### config.mk
export PLATFORM = sky130hd
export DESIGN_NAME = uart_ctrl_flat
export DESIGN_NICKNAME = d
export VERILOG_FILES = /design/src/rtl/uart_ctrl_pkg.sv /design/src/rtl/uart_ctrl_if.sv /design/src/rtl/uart_tx_fifo.sv /design/src/rtl/uart_ctrl.sv /design/src/flat_wrapper.sv
export SDC_FILE = /design/constraint.sdc
export NUM_CORES = 1
export LEC_CHECK = 0
export CAP_MARGIN = 20
export CORE_MARGIN = 2
export CORE_UTILIZATION = 30
export DETAILED_ROUTE_END_ITERATION = 6
export PLACE_DENSITY = 0.76
export SLEW_MARGIN = 5
export SYNTH_ARGS = -nofsm -noshare
export SYNTH_HDL_FRONTEND = slang
export SYNTH_SLANG_ARGS = --single-unit
### constraint.sdc
create_clock -name clk -period 1.45 [get_ports clk]
set_clock_uncertainty 0.15 [all_clocks]
set_input_delay 0.145 -clock clk [delete_from_list [all_inputs] [get_ports clk]]
set_output_delay 0.145 -clock clk [all_outputs]
set_load 0.02 [all_outputs]
### src/rtl/uart_ctrl_pkg.sv
// Shared types and register map for the UART control block: TX FSM states,
// register offsets (address bits [3:2]) and CTRL bit positions.
package uart_ctrl_pkg;

  typedef enum logic [1:0] {
    TX_IDLE      = 2'd0,
    TX_START     = 2'd1,
    TX_WAIT_BUSY = 2'd2,
    TX_WAIT_DONE = 2'd3
  } tx_state_e;

  localparam logic [1:0] REG_CTRL   = 2'b00;
  localparam logic [1:0] REG_RSVD   = 2'b01;
  localparam logic [1:0] REG_TXDATA = 2'b10;
  localparam logic [1:0] REG_RXDATA = 2'b11;

  localparam int CTRL_SEND   = 0;
  localparam int CTRL_NEW_RX = 1;
  localparam int CTRL_OVF    = 2;

  function automatic logic [31:0] ctrl_word(input logic send, input logic new_rx,
                                            input logic ovf);
    logic [31:0] w;
    w = '0;
    w[CTRL_SEND]   = send;
    w[CTRL_NEW_RX] = new_rx;
    w[CTRL_OVF]    = ovf;
    return w;
  endfunction

  function automatic logic [31:0] byte_word(input logic [7:0] b);
    return {24'h0, b};
  endfunction

endpackage

### src/rtl/uart_ctrl_if.sv
// Bundle of the CPU register bus and the UART core handshake. The master side is
// the environment (CPU decoder plus UART core); the slave side is uart_ctrl.
interface uart_ctrl_if;
  import uart_ctrl_pkg::*;

  logic        we_Uart;
  logic [31:0] Data_Address_o;
  logic [31:0] wdata;
  logic [31:0] rdata;
  logic        tx_start;
  logic [7:0]  tx_data;
  logic        tx_busy;
  logic        rx_valid;
  logic [7:0]  rx_data;

  modport master (
    output we_Uart, Data_Address_o, wdata, tx_busy, rx_valid, rx_data,
    input  rdata, tx_start, tx_data
  );

  modport slave (
    input  we_Uart, Data_Address_o, wdata, tx_busy, rx_valid, rx_data,
    output rdata, tx_start, tx_data
  );

endinterface

### src/rtl/uart_tx_fifo.sv
// Synchronous show-ahead FIFO for queued TX bytes; DEPTH must be a power of two.
// Pushes when full and pops when empty are ignored.
module uart_tx_fifo #(
  parameter int DEPTH = 4,
  parameter int WIDTH = 8
) (
  input  logic             clk,
  input  logic             rst,
  input  logic             push,
  input  logic             pop,
  input  logic [WIDTH-1:0] din,
  output logic [WIDTH-1:0] dout,
  output logic             full,
  output logic             empty
);

  localparam int AW = $clog2(DEPTH);
  localparam logic [AW:0] FULL_CNT = (AW + 1)'(DEPTH);

  logic [WIDTH-1:0] mem [DEPTH];
  logic [AW-1:0]    wr_ptr;
  logic [AW-1:0]    rd_ptr;
  logic [AW:0]      count;
  logic             do_push;
  logic             do_pop;

  assign full    = (count == FULL_CNT);
  assign empty   = (count == '0);
  assign do_push = push && !full;
  assign do_pop  = pop && !empty;
  assign dout    = mem[rd_ptr];

  // Pointers wrap naturally because DEPTH is a power of two.
  always_ff @(posedge clk or posedge rst) begin
    if (rst) begin
      wr_ptr <= '0;
      rd_ptr <= '0;
      count  <= '0;
    end else begin
      if (do_push) wr_ptr <= wr_ptr + 1'b1;
      if (do_pop)  rd_ptr <= rd_ptr + 1'b1;
      case ({do_push, do_pop})
        2'b10:   count <= count + 1'b1;
        2'b01:   count <= count - 1'b1;
        default: count <= count;
      endcase
    end
  end

  always_ff @(posedge clk) begin
    if (do_push) mem[wr_ptr] <= din;
  end

endmodule

### src/rtl/uart_ctrl.sv
// Memory-mapped UART control/status registers (CTRL, TXDATA, RXDATA) with a TX handshake FSM.
// Define UART_CTRL_FIFO_EN to queue TX bytes in a FIFO_DEPTH-entry FIFO instead of the single SEND slot.
module uart_ctrl
  import uart_ctrl_pkg::*;
#(
  parameter int FIFO_DEPTH = 4
) (
  input logic        clk,
  input logic        rst,
  uart_ctrl_if.slave bus
);

  tx_state_e  state;
  tx_state_e  state_nxt;
  logic [1:0] reg_sel;
  logic       wr_ctrl;
  logic       wr_txdata;
  logic       tx_accept;
  logic       tx_drop;
  logic       pending;
  logic       load;
  logic       done;
  logic       tx_start;
  logic       send_bit;
  logic [7:0] tx_src;
  logic [7:0] tx_byte;
  logic [7:0] txdata_q;
  logic [7:0] rx_hold;
  logic       new_rx;
  logic       ovf;
  logic       unused_bits;

  assign reg_sel   = bus.Data_Address_o[3:2];
  assign wr_ctrl   = bus.we_Uart && (reg_sel == REG_CTRL);
  assign wr_txdata = bus.we_Uart && (reg_sel == REG_TXDATA);

  assign unused_bits = ^{bus.Data_Address_o[31:4], bus.Data_Address_o[1:0], bus.wdata[31:8]};

`ifdef UART_CTRL_FIFO_EN
  logic       fifo_full;
  logic       fifo_empty;
  logic [7:0] fifo_head;
  logic       unused_done;

  uart_tx_fifo #(
    .DEPTH (FIFO_DEPTH),
    .WIDTH (8)
  ) u_tx_fifo (
    .clk   (clk),
    .rst   (rst),
    .push  (wr_txdata),
    .pop   (load),
    .din   (bus.wdata[7:0]),
    .dout  (fifo_head),
    .full  (fifo_full),
    .empty (fifo_empty)
  );

  assign tx_accept   = wr_txdata && !fifo_full;
  assign tx_drop     = wr_txdata && fifo_full;
  assign pending     = !fifo_empty;
  assign tx_src      = fifo_head;
  assign send_bit    = !fifo_empty || (state != TX_IDLE);
  assign unused_done = done;
`else
  logic                          send_q;
  logic [$clog2(FIFO_DEPTH):0]   unused_depth;

  assign unused_depth = '0;

  // A new SEND request in the completion cycle wins over the clear.
  always_ff @(posedge clk or posedge rst) begin
    if (rst)                                send_q <= 1'b0;
    else if (wr_ctrl && bus.wdata[CTRL_SEND]) send_q <= 1'b1;
    else if (done)                          send_q <= 1'b0;
  end

  assign tx_accept = wr_txdata && !send_q;
  assign tx_drop   = wr_txdata && send_q;
  assign pending   = send_q;
  assign tx_src    = txdata_q;
  assign send_bit  = send_q;
`endif

  always_ff @(posedge clk or posedge rst) begin
    if (rst)            txdata_q <= '0;
    else if (tx_accept) txdata_q <= bus.wdata[7:0];
  end

  // A byte arriving in the same cycle as a CTRL clear keeps NEW_RX set.
  always_ff @(posedge clk or posedge rst) begin
    if (rst) begin
      rx_hold <= '0;
      new_rx  <= 1'b0;
    end else if (bus.rx_valid) begin
      rx_hold <= bus.rx_data;
      new_rx  <= 1'b1;
    end else if (wr_ctrl && !bus.wdata[CTRL_NEW_RX]) begin
      new_rx  <= 1'b0;
    end
  end

  always_ff @(posedge clk or posedge rst) begin
    if (rst)                                    ovf <= 1'b0;
    else if (tx_drop)                           ovf <= 1'b1;
    else if (wr_ctrl && !bus.wdata[CTRL_OVF])   ovf <= 1'b0;
  end

  always_ff @(posedge clk or posedge rst) begin
    if (rst)  state <= TX_IDLE;
    else      state <= state_nxt;
  end

  always_comb begin
    state_nxt = state;
    case (state)
      TX_IDLE:      if (pending) state_nxt = TX_START;
      TX_START:     state_nxt = TX_WAIT_BUSY;
      TX_WAIT_BUSY: if (bus.tx_busy) state_nxt = TX_WAIT_DONE;
      TX_WAIT_DONE: if (!bus.tx_busy) state_nxt = TX_IDLE;
      default:      state_nxt = TX_IDLE;
    endcase
  end

  always_comb begin
    tx_start = 1'b0;
    load     = 1'b0;
    done     = 1'b0;
    case (state)
      TX_IDLE:      load     = pending;
      TX_START:     tx_start = 1'b1;
      TX_WAIT_DONE: done     = !bus.tx_busy;
      default:      ;
    endcase
  end

  // tx_data is captured when leaving IDLE and held for the whole transfer.
  always_ff @(posedge clk or posedge rst) begin
    if (rst)       tx_byte <= '0;
    else if (load) tx_byte <= tx_src;
  end

  assign bus.tx_start = tx_start;
  assign bus.tx_data  = tx_byte;

  always_comb begin
    bus.rdata = '0;
    case (reg_sel)
      REG_CTRL:   bus.rdata = ctrl_word(send_bit, new_rx, ovf);
      REG_TXDATA: bus.rdata = byte_word(txdata_q);
      REG_RXDATA: bus.rdata = byte_word(rx_hold);
      REG_RSVD:   bus.rdata = '0;
      default:    bus.rdata = '0;
    endcase
  end

endmodule

### src/flat_wrapper.sv
// flat-port wrapper written by rule: the top's interface ports become plain ports
module uart_ctrl_flat import uart_ctrl_pkg::*;
#(
  parameter int FIFO_DEPTH = 4
)
  (clk, rst, bus_we_Uart, bus_Data_Address_o, bus_wdata, bus_tx_busy, bus_rx_valid, bus_rx_data, bus_rdata, bus_tx_start, bus_tx_data);
  uart_ctrl_if bus_i ();
  input logic clk;
  input logic rst;
  input wire logic [$bits(bus_i.we_Uart)-1:0] bus_we_Uart;
  input wire logic [$bits(bus_i.Data_Address_o)-1:0] bus_Data_Address_o;
  input wire logic [$bits(bus_i.wdata)-1:0] bus_wdata;
  input wire logic [$bits(bus_i.tx_busy)-1:0] bus_tx_busy;
  input wire logic [$bits(bus_i.rx_valid)-1:0] bus_rx_valid;
  input wire logic [$bits(bus_i.rx_data)-1:0] bus_rx_data;
  output wire logic [$bits(bus_i.rdata)-1:0] bus_rdata;
  output wire logic [$bits(bus_i.tx_start)-1:0] bus_tx_start;
  output wire logic [$bits(bus_i.tx_data)-1:0] bus_tx_data;
  assign bus_i.we_Uart = bus_we_Uart;
  assign bus_i.Data_Address_o = bus_Data_Address_o;
  assign bus_i.wdata = bus_wdata;
  assign bus_i.tx_busy = bus_tx_busy;
  assign bus_i.rx_valid = bus_rx_valid;
  assign bus_i.rx_data = bus_rx_data;
  assign bus_rdata = bus_i.rdata;
  assign bus_tx_start = bus_i.tx_start;
  assign bus_tx_data = bus_i.tx_data;
  uart_ctrl #(.FIFO_DEPTH(FIFO_DEPTH)) u_core (.clk(clk), .rst(rst), .bus(bus_i));
endmodule
Word level (Yosys, flattened, before mapping)
Index checks and enable logic that the tools add are counted.
- bits in registers: 29
- bits of input ports: 77
- output and inout port bits: 41
- logic and storage cells: 47
- equal/unequal tests: 9
- mux-type cells: 14
- reductions and logical operators: 17
- operators with widths (operator ; count):
    $pmux W32 S4 ; 1
    $mux W1 ; 9
    $eq A2 B2 Y1 const B ; 4
    $pmux W2 S4 ; 1
    $logic_and A1 B1 Y1 ; 7
    $mux W2 ; 3
    $reduce_bool A2 Y1 ; 3
    $eq A2 B1 Y1 const B ; 2
    $logic_not A1 Y1 ; 4
    $logic_not A2 Y1 ; 2
    $ne A2 B2 Y1 const B ; 2
    $reduce_and A3 Y1 ; 1
    $ne A2 B1 Y1 const B ; 1

Longest topological paths before layout
- word-level depth: 5
- gate-level depth with buffers: 5

Worst setup path before layout
OpenSTA, ideal clock, no wires.
- kind: register -> register
- from: register u_core.state[0]
- to: register u_core.state[1]
- arrival time: 1.295 ns
- data required time: 1.175 ns
- setup slack: -0.120 ns
- cell stages (with the launch flop): 6
- path buffers: 0
- cell sequence: dfrtp_1 inv_1 ha_1 nor2b_1 a221oi_2 mux2_2
- longest elaborated chain between the ends: 3
- elaborated cells on any way between the ends: 9
- RTL lines (item ; line ; source):
    start: declaration ; uart_ctrl.sv:13 ; tx_state_e state;
    start signal: assignment ; uart_ctrl.sv:111 ; else state <= state_nxt;
    $eq A2 B2 Y1 or $logic_not A2 Y1 (tied branches) ; uart_ctrl.sv:116 ; case (state)
    $ne A2 B2 Y1 (no source line) or $ne A2 B1 Y1 (tied branches) ; - ;
    $reduce_and A3 Y1 (no source line) ; - ;
Several ways; a longest one is shown, not always the timed one.
A chain may end at the register's enable or synchronous reset.

Final worst setup path
- from: register u_core.state[1]
- to: register u_core.state[1]
Same word-level chain as after synthesis.

==> flow_summary_export.csv <==
group,metric,value,unit
run_status,status,"complete, but fails checks",
run_status,violations,"setup timing",
cts,clk_pin_slew,60,ps
drt,firstDrtPassIters,2,
pwr,swShare,33.7,%
logic_synthesis,avgSynthCellArea,12.2,um2
floorplanning,initial_core_util,30.6,%
drt,via_count,1074,
drt,avgViaCountPerCell,4.10,
sta,period_share,108,%
grt,grt_pass1_vias,1095,
pwr,switching_power,1.34,mW
floorplanning,die-area,5740,um2
grt,antenna_found_initial,0,
logic_synthesis,yosysTopAreaCell,"dfrtp_1",
cts,cts_made_buffers,5,
grt,grt_use_total,12.3,%
grt,grt_first_pass_wirelength,5.22,mm
worst_setup_path,path_buf_inv,1,
logic_synthesis,syn_area,1540,um2
pwr,combPwrFrac,50.4,%
floorplanning,die_h,75.7,um
logic_synthesis,yosysSeqAreaShare,47.0,%
pwr,clkPwrFrac,16.3,%
floorplanning,core,5040,um2
placement,port_buffers,39,
worst_setup_path,max_stage_delay,420,ps
worst_setup_path,reg2reg_depth,4,
sta,period_minus_slack,1570,ps
worst_setup_path,r2r-start,"u_core.state[1]",
cts,cts_tree,"built",
worst_setup_path,cp_max_fo,4,
logic_synthesis,netlist_instances,127,
floorplanning,ios,118,
pwr,power_density,1710,nW/um2
layout,layout_common_cells,"dfrtp_1 (27), conb_1 (24), clkdlybuf4s50_1 (20), mux2_2 (14), buf_4 (13)",
sta,rsz0062_at_grt,"yes",
logic_synthesis,ys_seq_elements,29,
job,cap_violations,0,
pwr,finalPower,3.98,mW
placement,dp_slack,-516,ps
worst_setup_path,crit_chain,"inv_2 -> ha_4 -> a221oi_4 -> mux2_4",
drt,drtIter0Drc,11,
layout,area_growth,51.3,%
placement,dp_hpwl,2.40,mm
layout,final_common_cell,"dfrtp_1",
pwr,intPower,2.64,mW
worst_setup_path,cp_data_required_time,1460,ps
logic_synthesis,ys_warn_count,0,
sta,setup-violations-final,17,
grt,grt_overflow,0,
worst_setup_path,cp_top_family,"flip-flops",
drt,wl_per_cell,13.2,um
pwr,p_seq_share,33.4,%
worst_setup_path,crit_arrival,1580,ps
worst_setup_path,critPathSlowestCell,"dfrtp_2",
worst_setup_path,worstSetupEndpointType,"flip-flop",
sta,hold_viol,0,
logic_synthesis,synth.distinct_cells,22,
floorplanning,fp-row-count,26,
drt,ant_nets,0,
sta,fmax,636,MHz
sta,slew_viol_final,0,
worst_setup_path,critPathLaunchType,"flip-flop",
grt,grt_max_degree,30,
cts,clkSinkCount,29,
floorplanning,die_w,75.7,um
worst_setup_path,ff2ff_setup_slack,-120,ps
logic_synthesis,synth_area_leaders,"dfrtp_1 (47%), mux2_2 (18%), buf_4 (12%)",
pwr,p_leak,1.12,nW
cts,cts_root_buffer,"clkbuf_8",
cts,htree_levels,2,
layout,n_antenna_cell,0,
drt,wirelength,3.46,mm
pwr,ir_worst_vdd,0.000956,V
logic_synthesis,synth_top_area_share,47.0,%
worst_setup_path,reg2reg_to,"u_core.state[1]",
drt,drc,0,
layout,final_net_count,273,
sta,worst_slack,-123,ps
placement,gp_congestion,0.699,
worst_setup_path,criticalPathCategory,"flip-flop to flip-flop",
layout,fin_util,46.3,%
cts,clk_latency,270,ps
min_path,holdCritPathClass,"input port to asynchronous set/reset pin",
cts,clock_path_buffers,2,
layout,drive_gt1_share,40.1,%
-- synthesized netlist by cell type, drive strengths merged --
| library cell | number |
|---|---|
| inv | 5 |
| dfrtp | 29 |
| nor3b | 1 |
| o32ai | 1 |
| nand2 | 3 |
| mux2i | 8 |
| clkbuf | 2 |
| a2bb2oi | 1 |
| nand3 | 3 |
| buf | 26 |
| mux2 | 25 |
| a221oi | 1 |
| nand2b | 2 |
| o31ai | 1 |
| conb | 1 |
| ha | 4 |
| and3b | 1 |
| o21ai | 5 |
| nor2b | 7 |
| nor2 | 1 |
-- repair_timing --
action	CTS	global route
pin swaps	2	4
hold buffers	0	0
setup endpoints to repair	35	24
resized for setup	44	34
buffers inserted	1	2
hold endpoints to repair	0	0
cloned	1	0
-- kinds of logic after synthesis --
family                   after synthesis  share of synthesized area [%]
AO/OA/AOI/OAI                          9                           4.21
adder cells (fa/ha/maj)                4                           3.24
buffers and inverters                 33                           14.0
flip-flops                            29                           47.0
multiplexers                          33                           23.4
other                                  1                          0.243
AND/OR/NAND/NOR                       18                           7.86
-- registers in the layout, indices dropped and copies added (netlist names) --
signal and cells:
u_core.ovf 1, u_core.rx_hold 8, u_core.pending 1, u_core.tx_src 8, u_core.state 2, u_core.new_rx 1
u_core.bus.tx_data 8
-- worst register-to-register path: cells and delay by family, from the launching register on --
kind                     cells  cell delay [ps]
flip-flops                   1              420
adder cells (fa/ha/maj)      1              180
AO/OA/AOI/OAI                1              310
multiplexers                 1              320
buffers and inverters        1               70
-- worst max path at each step --
stage | startpoint | endpoint | slack, ps | cells past startpoint
finish | u_core.state[1] | u_core.state[1] | -120 | 4
global placement | bus_Data_Address_o[3] | bus_rdata[1] | -520 | 5
global route | u_core.state[1] | u_core.state[1] | -160 | 4
detailed placement | bus_Data_Address_o[3] | bus_rdata[2] | -520 | 5
floorplan | u_core.state[0] | u_core.state[1] | -80 | 5
CTS | u_core.state[0] | u_core.state[1] | -160 | 4
-- routing by layer --
layer / share of wire, % / GRT usage (%) / vias to the layer above
li1: - / - / 509
met1: 41 / 14.8 / 523
met2: 52 / 20.8 / 38
met3: 5.9 / 3.84 / 4
met4: 0.95 / 4.09 / 0
met5: 0 / 0 / -
-- metrics by stage --
stage / instance area (um2) / TNS [ps] / instances / hold WS [ps]
after floorplan: 1640 / -81.8 / 150 / 73.1
after global placement: 2120 / -8580 / 251 / 338
after detailed placement: 2120 / -8660 / 251 / 344
after CTS: 2240 / -1980 / 260 / 62.6
after global routing: 2340 / -1700 / 262 / 82.1
final: 2340 / -789 / 262 / 59.4
-- layout make-up --
type / count / area [um2]
clock buffer: 7 / 86.3
fill: 461 / 2710
inverter: 5 / 21.3
multi-input combinational: 88 / 790
sequential: 29 / 728
tap: 70 / 87.6
timing repair buffer: 63 / 623
-- power by group through the flow --
stage / registers (mW) / clock network, mW / logic (mW)
after floorplan: 1.42 / 0 / 0.836
after global placement: 1.30 / 0 / 1.69
after detailed placement: 1.31 / 0 / 1.71
after CTS: 1.30 / 0.661 / 1.68
after global routing: 1.37 / 0.707 / 2.16
final: 1.33 / 0.648 / 2.01
Power figures use the tool's default switching activity.
